$ cat config.mk
export PLATFORM = sky130hd
export DESIGN_NAME = ysyx_23060203_ifu
export DESIGN_NICKNAME = d
export VERILOG_FILES = /design/src/rtl/ysyx_23060203_ifu.sv
export SDC_FILE = /design/constraint.sdc
export NUM_CORES = 1
export LEC_CHECK = 0
export CORE_UTILIZATION = 40
export CTS_CLUSTER_SIZE = 12
export DETAILED_ROUTE_END_ITERATION = 10
export PLACE_DENSITY_LB_ADDON = 0.3
export REMOVE_ABC_BUFFERS = 1
export SKIP_LAST_GASP = 1
export SLEW_MARGIN = 20
export SYNTH_ARGS = -nofsm -noshare
export SYNTH_HDL_FRONTEND = slang
export SYNTH_SLANG_ARGS = --single-unit
$ cat constraint.sdc
create_clock -name clk -period 2 [get_ports clk]
set_input_delay 0.4 -clock clk [delete_from_list [all_inputs] [get_ports clk]]
set_output_delay 0.4 -clock clk [all_outputs]
set_load 0.1 [all_outputs]
$ cat src/rtl/ysyx_23060203_ifu.sv
// Instruction fetch unit: one AXI4-Lite read per PC, a one-entry output buffer towards the IDU,
// and a pc_adv pulse back to the PC stage whenever the buffered instruction is consumed.
module ysyx_23060203_ifu #(
    parameter int          ADDR_W  = 32,
    parameter int          INST_W  = 32,
    parameter logic [1:0]  RESP_OK = 2'b00
) (
    input  logic              clk,
    input  logic              rstn,
    input  logic [ADDR_W-1:0] pc_in,
    output logic              pc_adv,
    input  logic              flush,
    output logic [ADDR_W-1:0] araddr,
    output logic              arvalid,
    input  logic              arready,
    input  logic [INST_W-1:0] rdata,
    input  logic [1:0]        rresp,
    input  logic              rvalid,
    output logic              rready,
    output logic              out_valid,
    input  logic              out_ready,
    output logic [INST_W-1:0] out_inst,
    output logic [ADDR_W-1:0] out_pc,
    output logic              out_fault,
    output logic [1:0]        dbg_state
);
    typedef enum logic [1:0] {
        S_IDLE = 2'd0,
        S_REQ  = 2'd1,
        S_WAIT = 2'd2,
        S_OUT  = 2'd3
    } state_t;

    state_t state;
    logic   drop;
    logic   addr_ok;

    // Handshakes: a transfer happens on a rising edge where valid && ready; a raised valid and its
    // payload are held unchanged until that edge, and ready never depends on the other side's valid.
    assign pc_adv    = (state == S_OUT) && out_ready && !flush;
    assign dbg_state = state;

    always_ff @(posedge clk or negedge rstn) begin
        if (!rstn) begin
            state     <= S_IDLE;
            drop      <= 1'b0;
            addr_ok   <= 1'b0;
            arvalid   <= 1'b0;
            rready    <= 1'b0;
            out_valid <= 1'b0;
            araddr    <= '0;
            out_inst  <= '0;
            out_pc    <= '0;
            out_fault <= 1'b0;
        end else begin
            case (state)
                S_IDLE: begin
                    araddr  <= pc_in;
                    out_pc  <= pc_in;
                    addr_ok <= 1'b1;
                    arvalid <= 1'b1;
                    state   <= S_REQ;
                end
                S_REQ: begin
                    if (!addr_ok) begin
                        // Setup cycle: pc_in now shows the PC stage's updated value. A redirect
                        // arriving here is simply picked up one cycle later.
                        if (!flush) begin
                            araddr  <= pc_in;
                            out_pc  <= pc_in;
                            addr_ok <= 1'b1;
                            arvalid <= 1'b1;
                        end
                    end else begin
                        if (flush) begin
                            drop <= 1'b1;
                        end
                        if (arready) begin
                            arvalid <= 1'b0;
                            addr_ok <= 1'b0;
                            rready  <= 1'b1;
                            state   <= S_WAIT;
                        end
                    end
                end
                S_WAIT: begin
                    if (rvalid) begin
                        rready <= 1'b0;
                        if (drop || flush) begin
                            drop    <= 1'b0;
                            araddr  <= pc_in;
                            out_pc  <= pc_in;
                            addr_ok <= 1'b1;
                            arvalid <= 1'b1;
                            state   <= S_REQ;
                        end else begin
                            out_inst  <= rdata;
                            out_fault <= (rresp != RESP_OK);
                            out_valid <= 1'b1;
                            state     <= S_OUT;
                        end
                    end else if (flush) begin
                        drop <= 1'b1;
                    end
                end
                S_OUT: begin
                    // Flush wins over out_ready; either way the next address is sampled one cycle
                    // later, after the PC stage has updated.
                    if (flush || out_ready) begin
                        out_valid <= 1'b0;
                        addr_ok   <= 1'b0;
                        state     <= S_REQ;
                    end
                end
                default: begin
                    state <= S_IDLE;
                end
            endcase
        end
    end
endmodule

==> impl_results.md, run 1 <==
- Met1 usage: between 10% and 20%
- Total track usage: between 10% and 20%
- WP data required: between 1.5 and 2 ns
- Gr busiest metal: met2
- Core area: approximately 0.0082 mm²
- Most common cell in the netlist: dfrtp_1
- Core Rows: 33
- Share of the yosys chip area belonging to registers: a little over half
- Hold Path Class: in2async
- Syn_area_per_cell: 14.51 µm²
- Max incr delay on CP: between 0.3 and 0.4 ns
- GR Layer Usage met3: approximately 3.4%
- Post-Syn Instances: between 200 and 250
- Highest clock rate: 0.5238 GHz
- Global-route wire length before repair: 11110 µm
- Grt total ovfl: 0
- CP max-delay cell: dfrtp_1
- Max Buffers Root-to-Sink: 2
- HPWL Detailed: roughly 5400 µm
- Clk sinks: 72
- WP data arrival: roughly 1.5 ns
- Reg2reg start: dbg_state[1]
- Asr flop ratio synth: between 90% and 100%
- Finished layout cell area: approximately 0.005 mm²
- Crit path kind: reg2out
- DR iter-0 viols: 42
- Worst flop-to-flop path endpoint: out_pc[1]
- Flops & latches, synth: about 70
- CP Capture Type: primary output
- Met2 Use GR: 29.17%
- Antenna violations before repair: 0
- Vias in the first global route: between 2000 and 2500
- Final ANT Viol Nets: 0
- IO Pins: ~180
- Synth top area share: a little over half
- CP delay by family, top: flip-flops
- Critical Path Fanout Max: 4
- Worst-path clk slew: 0.08 ns
- Synthesis-to-layout area growth: 50.24%
- Post-synth EDFFs: 0
- Final Hold Viols: 0
- Via density per instance: between 4 and 5
- Final critical-path share of the clock period: a little over nine tenths
- First-pass DRT Iterations: 4
- Root Driver: clkbuf_8
- Routed len/inst: approximately 14 µm
- Tmin final: 1.909 ns
- Gp weighted congestion: 0.7868
- Synth Cell Area: around 0.0034 mm²
- Critical path cell sequence: ha_2 > inv_1 > nor3b_2 > buf_4 > buf_12
- Post-synth top flop: dfrtp_1
- Slack of the worst reg-to-reg path: roughly 0.13 ns
- Layout Cells excl Fill: between 400 and 500
- Die ar.: 0.008750 mm²
- DIE HEIGHT: roughly 94 µm
- Starting Density: ~40%
- MaxCap Viol Count: 0
- Largest net degree at the start of global routing: 39
- Synth cell types: 29
- Die width: 93.54 µm
- Nets: around 470
- Hold-fix buffers at CTS: 0
- H-tree levels: 3
- Buf/Inv on CP: 3
- Skew final: about 0.0083 ns
- Pin slew with the least headroom to its limit: around 0.45 ns
- Final wirelength: 7132 µm
- I/O Buffers: roughly 170
- CTS tree: done
- RSZ-0062 raised after global routing: false
- Fill count: between 600 and 700
- Top post-synthesis cells by area: dfrtp_1, mux2_4, mux2_2
- Count of pins over their slew limit: 0
- Yosys synthesis warning count: 0
- Top cells by instance count after synthesis: dfrtp_1, buf_4, mux2_2, mux2_4
- Crit start category: register
- Final setup violation count: 0
- Final core occ: between 60% and 70%
- Status: completed
- DRC viols: 0
- Setup_tns: 0 ns
- Cell Area, Placed: 0.004787 mm²
- Via count: between 2000 and 2500
- Antenna cells: 0
- Clk_lat worst skew: 0.34 ns
- Worst r2r path cells: 6
- Proportion of layout cells with a drive suffix above 1: 52.03%
- DP Cell Count: ~480
- Yosys top cell by area: dfrtp_1
- CTS Buf Count: 9
- Rel. slew slack: ~70%
==> area by class of cell <==
class	instances	area [µm²]	area share, %
sequential	72	1803	35.80
timing repair buffer	189	1693	33.61
multi-input combinational	112	1164	23.11
tap	105	131.4	2.609
clock buffer	9	123.9	2.460
clock inverter	7	102.6	2.037
inverter	5	18.77	0.3727
==> worst register-to-register path: cells and delay by family, from the launching register on <==
family          cells  cell delay (ns)
compound gates      1             0.18
fa+ha+maj           1             0.30
buf+inv             2             0.33
flops               1             0.43
mux                 1             0.34
simple gates        1             0.19
==> layout by cell type, fill, tap and decap left out, drive strengths merged <==
master	Yosys	final
a21boi	1	1
a21o	1	1
a21oi	5	5
a22o	1	1
a31oi	2	2
a32oi	1	1
and2	1	1
and3	1	1
buf	42	119
bufinv	0	2
clkbuf	0	9
clkdlybuf4s50	0	69
clkinv	0	2
clkinvlp	0	1
dfrtp	72	72
dlygate4sd2	0	1
ha	5	5
inv	5	7
mux2	66	66
nand2	5	5
nand2b	3	3
nand3	2	2
nand3b	1	1
nor2	6	6
nor3b	1	1
o211ai	1	1
o21ai	7	7
o32ai	1	1
or2b	1	1
==> timing repair <==
item,CTS,global route
resized for setup,3,1
setup endpoints to repair,1,1
buffers inserted,1,1
==> state kept, by name, indices dropped and copies added (netlist names) <==
register,cells
addr_ok,1
arvalid,1
dbg_state,2
drop,1
out_fault,1
out_inst,32
out_pc,32
out_valid,1
rready,1
==> through the flow <==
| stage | setup WS (ns) | hold slack [ns] |
|---|---|---|
| 3_3_place_gp | -0.04086 | 0.3841 |
| 2_1_floorplan | -1.962 | 0.1044 |
| 5_1_grt | 0.02551 | 0.03058 |
| 3_5_place_dp | -0.05335 | 0.3891 |
| 6_report | 0.09091 | 0.002157 |
| 4_1_cts | 0.01417 | 0.009156 |
==> kinds of logic (layout without fill, tap and decap cells) <==
kind of cell               count (synthesis)  in the layout  synth area share [%]
and+or+nand+nor                           21             21                 3.211
buffers and inverters                     47            210                 11.76
adders and majority gates                  5              5                 1.866
DFF                                       72             72                 53.75
muxes                                     66             66                 25.53
AOI/OAI and AO/OA                         20             20                 3.882
==> metal layers <==
metal	wire length [µm]	part of all wire, %
met1	2863	40
met2	3609	51
met3	514	7.2
met4	145	2.0
met5	0	0
==> worst max path at each step <==
stage	from	end	slack, ns	cells after the start
after floorplan	dbg_state[0]	pc_adv	-1.96	3
after global placement	flush	out_pc[0]	-0.04	6
after detailed placement	flush	out_inst[30]	-0.05	5
after CTS	dbg_state[1]	pc_adv	0.01	5
after global routing	dbg_state[0]	pc_adv	0.03	5
final	dbg_state[0]	pc_adv	0.09	5
Power of run 1 is left out: the tool's default activity adds up to more than one toggle a clock period on the data nets, which glitch-free logic cannot reach.
==> run 2, diff against run 1 <==
Settings changed: CTS_CLUSTER_DIAMETER set to 40, GPL_ROUTABILITY_DRIVEN set to 0, PLACE_DENSITY_LB_ADDON 0.3 to 0.2.
==> run 2 against run 1 <==
  * Critical path depth is the same
  * First-iteration DRC count down 31%
  * Sequential cell count unchanged
  * Via count increased by 1.1%
  * Register-to-register slack better by 0.06 ns
  * Non-clock buffer count is 3 higher
  * Cell count up 0.40%
  * Sequential share of layout area up 0.31 points
  * Die area stayed put
==> impl_results.md, run 2 (same netlist as run 1, synthesis figures left out) <==
- Status: completed
- Register area: 0.001804 mm² (about the same)
- MaxCap Viol Count: 0 (unchanged)
- Routed len/inst: 14.75 µm (+3.2%)
- Setup slack after layout: 0.1307 ns (+0.03974 ns)
- Area of the multi-input gates: 0.001166 mm² (+0.21%)
- Commonest non-fill, non-tap cell in the layout: buf_4
- Max Buffers Root-to-Sink: 2 (unchanged)
- IO Pins: 175 (unchanged)
- H-tree levels: 3 (unchanged)
- Hold path startpoint: out_inst[24]
- RSZ-0062 raised after global routing: false
- Largest net degree at the start of global routing: 36 (-7.7%)
- Die width: 93.54 µm (unchanged)
- Starting Density: 41.00% (unchanged)
- Proportion of layout cells with a drive suffix above 1: 52.02% (about the same)
- Count of pins over their slew limit: 0 (unchanged)
- Core area: 0.008175 mm² (unchanged)
- Critical path cell sequence: ha_2 > inv_1 > nor3b_2 > buf_4 > buf_12
- Via density per instance: 4.575 (+0.70%)
- Global-route wire length before repair: 11700 µm (+5.3%)
- Setup_tns: 0 ns (unchanged)
- DIE HEIGHT: 93.54 µm (unchanged)
- Reg2reg start: dbg_state[0]
- Worst r2r path cells: 6 (unchanged)
- DR WL met2: 3798 µm (+5.2%)
- Fill count: 663 (-0.75%)
- Final ANT Viol Nets: 0 (unchanged)
- Met3 routed WL: 361 µm (-30%)
- CP max-delay cell: dfrtp_2
- Worst-path clk slew: 0.07 ns (about the same)
- Crit start category: register
- Max incr delay on CP: 0.39 ns (about the same)
- Crit path from: dbg_state[1]
- Vias in the first global route: 2317 (+3.5%)
- Tmin final: 1.869 ns (-0.03974 ns)
- I/O Buffers: 174 (unchanged)
- Post-Route M1 WL: 3152 µm (+10%)
- WP data arrival: 1.47 ns (-0.04 ns)
- Worst flop-to-flop path endpoint: out_inst[12]
- Skew final: 0.005537 ns (-0.002752 ns)
- CP Capture Type: primary output
- First-pass DRT Iterations: 4 (unchanged)
- Highest Signal Layer: met4
- DR iter-0 viols: 29 (-31%)
- Via count: 2292 (+1.1%)
- Total track usage: 17.79% (+0.87 points)
- Buf/Inv on CP: 3 (unchanged)
- Synthesis-to-layout area growth: 49.05%
- Final critical-path share of the clock period: 93.47% (-2.0 points)
- Antenna cells: 0 (unchanged)
- Grt total ovfl: 0 (unchanged)
- Final setup violation count: 0 (unchanged)
- Highest clock rate: 0.5349 GHz (+2.1%)
- Clk sinks: 72 (unchanged)
- Pin slew with the least headroom to its limit: 0.3062 ns (-0.1455 ns)
- Nets: 469 (+0.64%)
- Critical Path Fanout Max: 4 (unchanged)
- Hold Path Sink: out_inst[24]
- CP delay by family, top: flip-flops
- Place WS: -0.02703 ns (+0.02631 ns)
- HPWL Detailed: 5417 µm (-0.15%)
- CTS Buf Count: 9 (unchanged)
- CTS tree: done
- Crit path kind: reg2out
- Core Rows: 33 (unchanged)
- DRC viols: 0 (unchanged)
- Rel. slew slack: 79.59% (+9.7 points)
- Clk_lat worst skew: 0.33 ns (about the same)
- Worst hold path depth: 1
- Final wirelength: 7389 µm (+3.6%)
- Die ar.: 0.008750 mm² (unchanged)
- Antenna violations before repair: 0 (unchanged)
- Slack of the worst reg-to-reg path: 0.19 ns (+0.06 ns)
- Hold Path Class: reg2reg
- WP data required: 1.60 ns (about the same)
- Most frequent cells in the layout: buf_4, dfrtp_1, clkdlybuf4s50_1
- Final Hold Viols: 0 (unchanged)
- Root Driver: clkbuf_8
-- run 2: worst max path at each step --
stage	endpoint	slack (ns)	cells after the start
6_report	pc_adv	0.13	5
5_1_grt	pc_adv	0.03	5
3_5_place_dp	out_inst[23]	-0.03	5
4_1_cts	pc_adv	0.004	5
3_3_place_gp	out_pc[1]	-0.002	6
2_1_floorplan	pc_adv	-1.96	3
-- run 2: layout make-up --
class                   instances  share of cell area (%)
clock buffers                  11                   2.630
clock inverters                 4                  0.4508
multi-input cells             112                   23.34
inverters                       5                  0.3757
repair buffers                192                   34.46
well taps                     105                   2.630
flip-flops and latches         72                   36.11
-- run 2: timing repair --
action                                  4_1_cts  5_1_grt
setup buffers                                 2        1
hold buffers                                  1        0
resized for setup                             2        4
hold endpoints to repair                     21        0
endpoints found under the setup margin        1        2
-- run 2: metrics by stage --
stage	util, %	instances	hold WS (ns)	instance area, µm²
detailed placement	58.65	482	0.3123	4795
global route	61.11	501	0.5063	4996
global placement	58.65	482	0.3125	4795
floorplan	-	189	0.1044	2977
CTS	60.87	500	0.4831	4976
finish	61.11	501	0.4963	4996
-- run 2: per-layer routing --
| layer | global-route usage [%] | vias up |
|---|---|---|
| li1 | - | 1082 |
| met3 | 5.447 | 7 |
| met1 | 22.00 | 1122 |
| met5 | 0 | - |
| met4 | 5.769 | 0 |
| met2 | 29.60 | 81 |
Power of run 2 is left out for the same reason.
==> run 3, diff against run 2 <==
Settings changed: CORE_MARGIN set to 2.
==> run 3 against run 2 <==
  * Sequential cell count is the same
  * Maximum frequency decreased by 2.1%
  * First-iteration DRC count grew 150%
  * Highest routed layer unchanged
  * Register-to-register slack lost 0.04 ns
  * Critical path type unchanged
  * Setup slack got worse by 0.041 ns
  * Clock skew grew 0.0025 ns
==> impl_results.md, run 3 (same netlist as run 1, synthesis figures left out) <==
- Status: completed
- Highest clock rate: 0.5235 GHz (-2.1%)
- Critical Path Fanout Max: 6 (+2)
- Register area: 0.001803 mm² (about the same)
- Tmin final: 1.910 ns (+0.04089 ns)
- Worst-path clk slew: 0.07 ns (about the same)
- Layout Cells excl Fill: 502 (+0.20%)
- MaxCap Viol Count: 0 (unchanged)
- Critical path cell sequence: ha_4 > inv_2 > nor3b_2 > buf_4 > buf_12
- WP data arrival: 1.51 ns (+0.04 ns)
- HPWL Detailed: 5703 µm (+5.3%)
- Crit path kind: reg2out
- RSZ-0062 raised after global routing: false
- Die width: 95.54 µm (+2.1%)
- Crit start category: register
- Antenna violations before repair: 0 (unchanged)
- Hold WS: 0.4046 ns (-0.09167 ns)
- I/O Buffers: 174 (unchanged)
- Final wirelength: 7788 µm (+5.4%)
- Starting Density: 41.00% (unchanged)
- Most frequent cells in the layout: buf_4, dfrtp_1, clkdlybuf4s50_1
- Max Buffers Root-to-Sink: 2 (unchanged)
- Skew final: 0.008025 ns (+0.002488 ns)
- Synthesis-to-layout area growth: 51.36%
- Vias in the first global route: 2357 (+1.7%)
- Reg2reg start: dbg_state[0]
- Cell Area, Placed: 0.004782 mm² (-0.26%)
- CP max-delay cell: dfrtp_2
- Final critical-path share of the clock period: 95.51% (+2.0 points)
- Routed len/inst: 15.51 µm (+5.2%)
- Post-Route M1 WL: 3089 µm (-2.0%)
- CTS Buf Count: 9 (unchanged)
- Worst r2r path cells: 7 (+1)
- Via count: 2299 (+0.31%)
- Max incr delay on CP: 0.46 ns (+0.07 ns)
- IO Pins: 175 (unchanged)
- Global-route wire length before repair: 12060 µm (+3.1%)
- Antenna cells: 0 (unchanged)
- H-tree levels: 3 (unchanged)
- Final setup violation count: 0 (unchanged)
- Hold Path Class: in2async
- CP delay by family, top: flip-flops
- Commonest non-fill, non-tap cell in the layout: buf_4
- Clk_lat worst skew: 0.33 ns (about the same)
- Via density per instance: 4.580 (+0.11%)
- DR WL met2: 4151 µm (+9.3%)
- DIE HEIGHT: 95.54 µm (+2.1%)
- Die ar.: 0.009128 mm² (+4.3%)
- Core area: 0.008175 mm² (unchanged)
- Nets: 469 (unchanged)
- Final Hold Viols: 0 (unchanged)
- DP Cell Count: 484 (+0.41%)
- Clk sinks: 72 (unchanged)
- Root Driver: clkbuf_8
- CP Capture Type: primary output
- Fill count: 680 (+2.6%)
- DRC viols: 0 (unchanged)
- First-pass DRT Iterations: 4 (unchanged)
- Grt total ovfl: 0 (unchanged)
- Core Rows: 33 (unchanged)
- Largest net degree at the start of global routing: 71 (+97%)
- WP data required: 1.60 ns (about the same)
- Slack of the worst reg-to-reg path: 0.15 ns (-0.04 ns)
- Area of the multi-input gates: 0.001174 mm² (+0.64%)
- Pin slew with the least headroom to its limit: 0.3775 ns (+0.07123 ns)
- CTS tree: done
- Buf/Inv on CP: 3 (unchanged)
- Finished layout cell area: 0.005074 mm² (+1.6%)
- Highest Signal Layer: met4
- Final ANT Viol Nets: 0 (unchanged)
- Worst flop-to-flop path endpoint: out_pc[1]
- Count of pins over their slew limit: 0 (unchanged)
- Rel. slew slack: 74.84% (-4.7 points)
- DR iter-0 viols: 72 (+150%)
- Met3 routed WL: 454 µm (+26%)
- Proportion of layout cells with a drive suffix above 1: 52.39% (+0.37 points)
- Total track usage: 17.25% (-0.54 points)
==> run 3: cell count changes in the layout (fill, tap and decap cells not counted), moves of 2 or more <==
cell / change
buf_12: -2
clkinv_2: -3
ha_2: -2
clkbuf_1: -2
bufinv_16: +3
==> run 3: worst max-delay path by stage <==
stage | to | from | cells past startpoint
after global routing | pc_adv | dbg_state[0] | 6
after floorplan | pc_adv | dbg_state[0] | 3
final | pc_adv | dbg_state[1] | 5
after detailed placement | pc_adv | flush | 5
after global placement | out_pc[1] | flush | 6
after CTS | pc_adv | dbg_state[1] | 5
==> run 3: layout make-up <==
type / instances / area share [%]
Sequential cell: 72 / 35.54
Multi-Input combinational cell: 112 / 23.13
Inverter: 5 / 0.3699
Clock buffer: 10 / 2.713
Tap cell: 105 / 2.589
Clock inverter: 6 / 2.269
Timing Repair Buffer: 192 / 33.39
==> run 3: worst reg2reg max path, delay by kind of cell (launching register included) <==
kind	cells	cell delay, ns
adders and majority gates	1	0.22
AOI/OAI and AO/OA	1	0.12
and+or+nand+nor	1	0.18
buffers and inverters	3	0.47
DFF	1	0.40
muxes	1	0.36
==> run 3: timing repair <==
action	in CTS	in global routing
pin swaps	1	1
setup endpoints to repair	1	1
resized for setup	5	2
buffers inserted	1	0
hold endpoints to repair	2	0
hold buffers	1	0
==> run 3: per-layer routing <==
layer	up-vias	track usage, %
met5	-	0
met4	0	4.643
li1	1081	-
met1	1137	20.84
met2	74	30.19
met3	7	4.743
==> run 3: per-stage QoR <==
| step | util, % | TNS [ns] | worst slack [ns] |
|---|---|---|---|
| global route | 62.06 | 0 | 0.01756 |
| global placement | 58.49 | -0.09911 | -0.03081 |
| finish | 62.06 | 0 | 0.08977 |
| floorplan | - | -47.54 | -1.962 |
| CTS | 61.94 | 0 | 0.02756 |
| detailed placement | 58.49 | -2.097 | -0.06719 |
Power of run 3 is left out for the same reason.
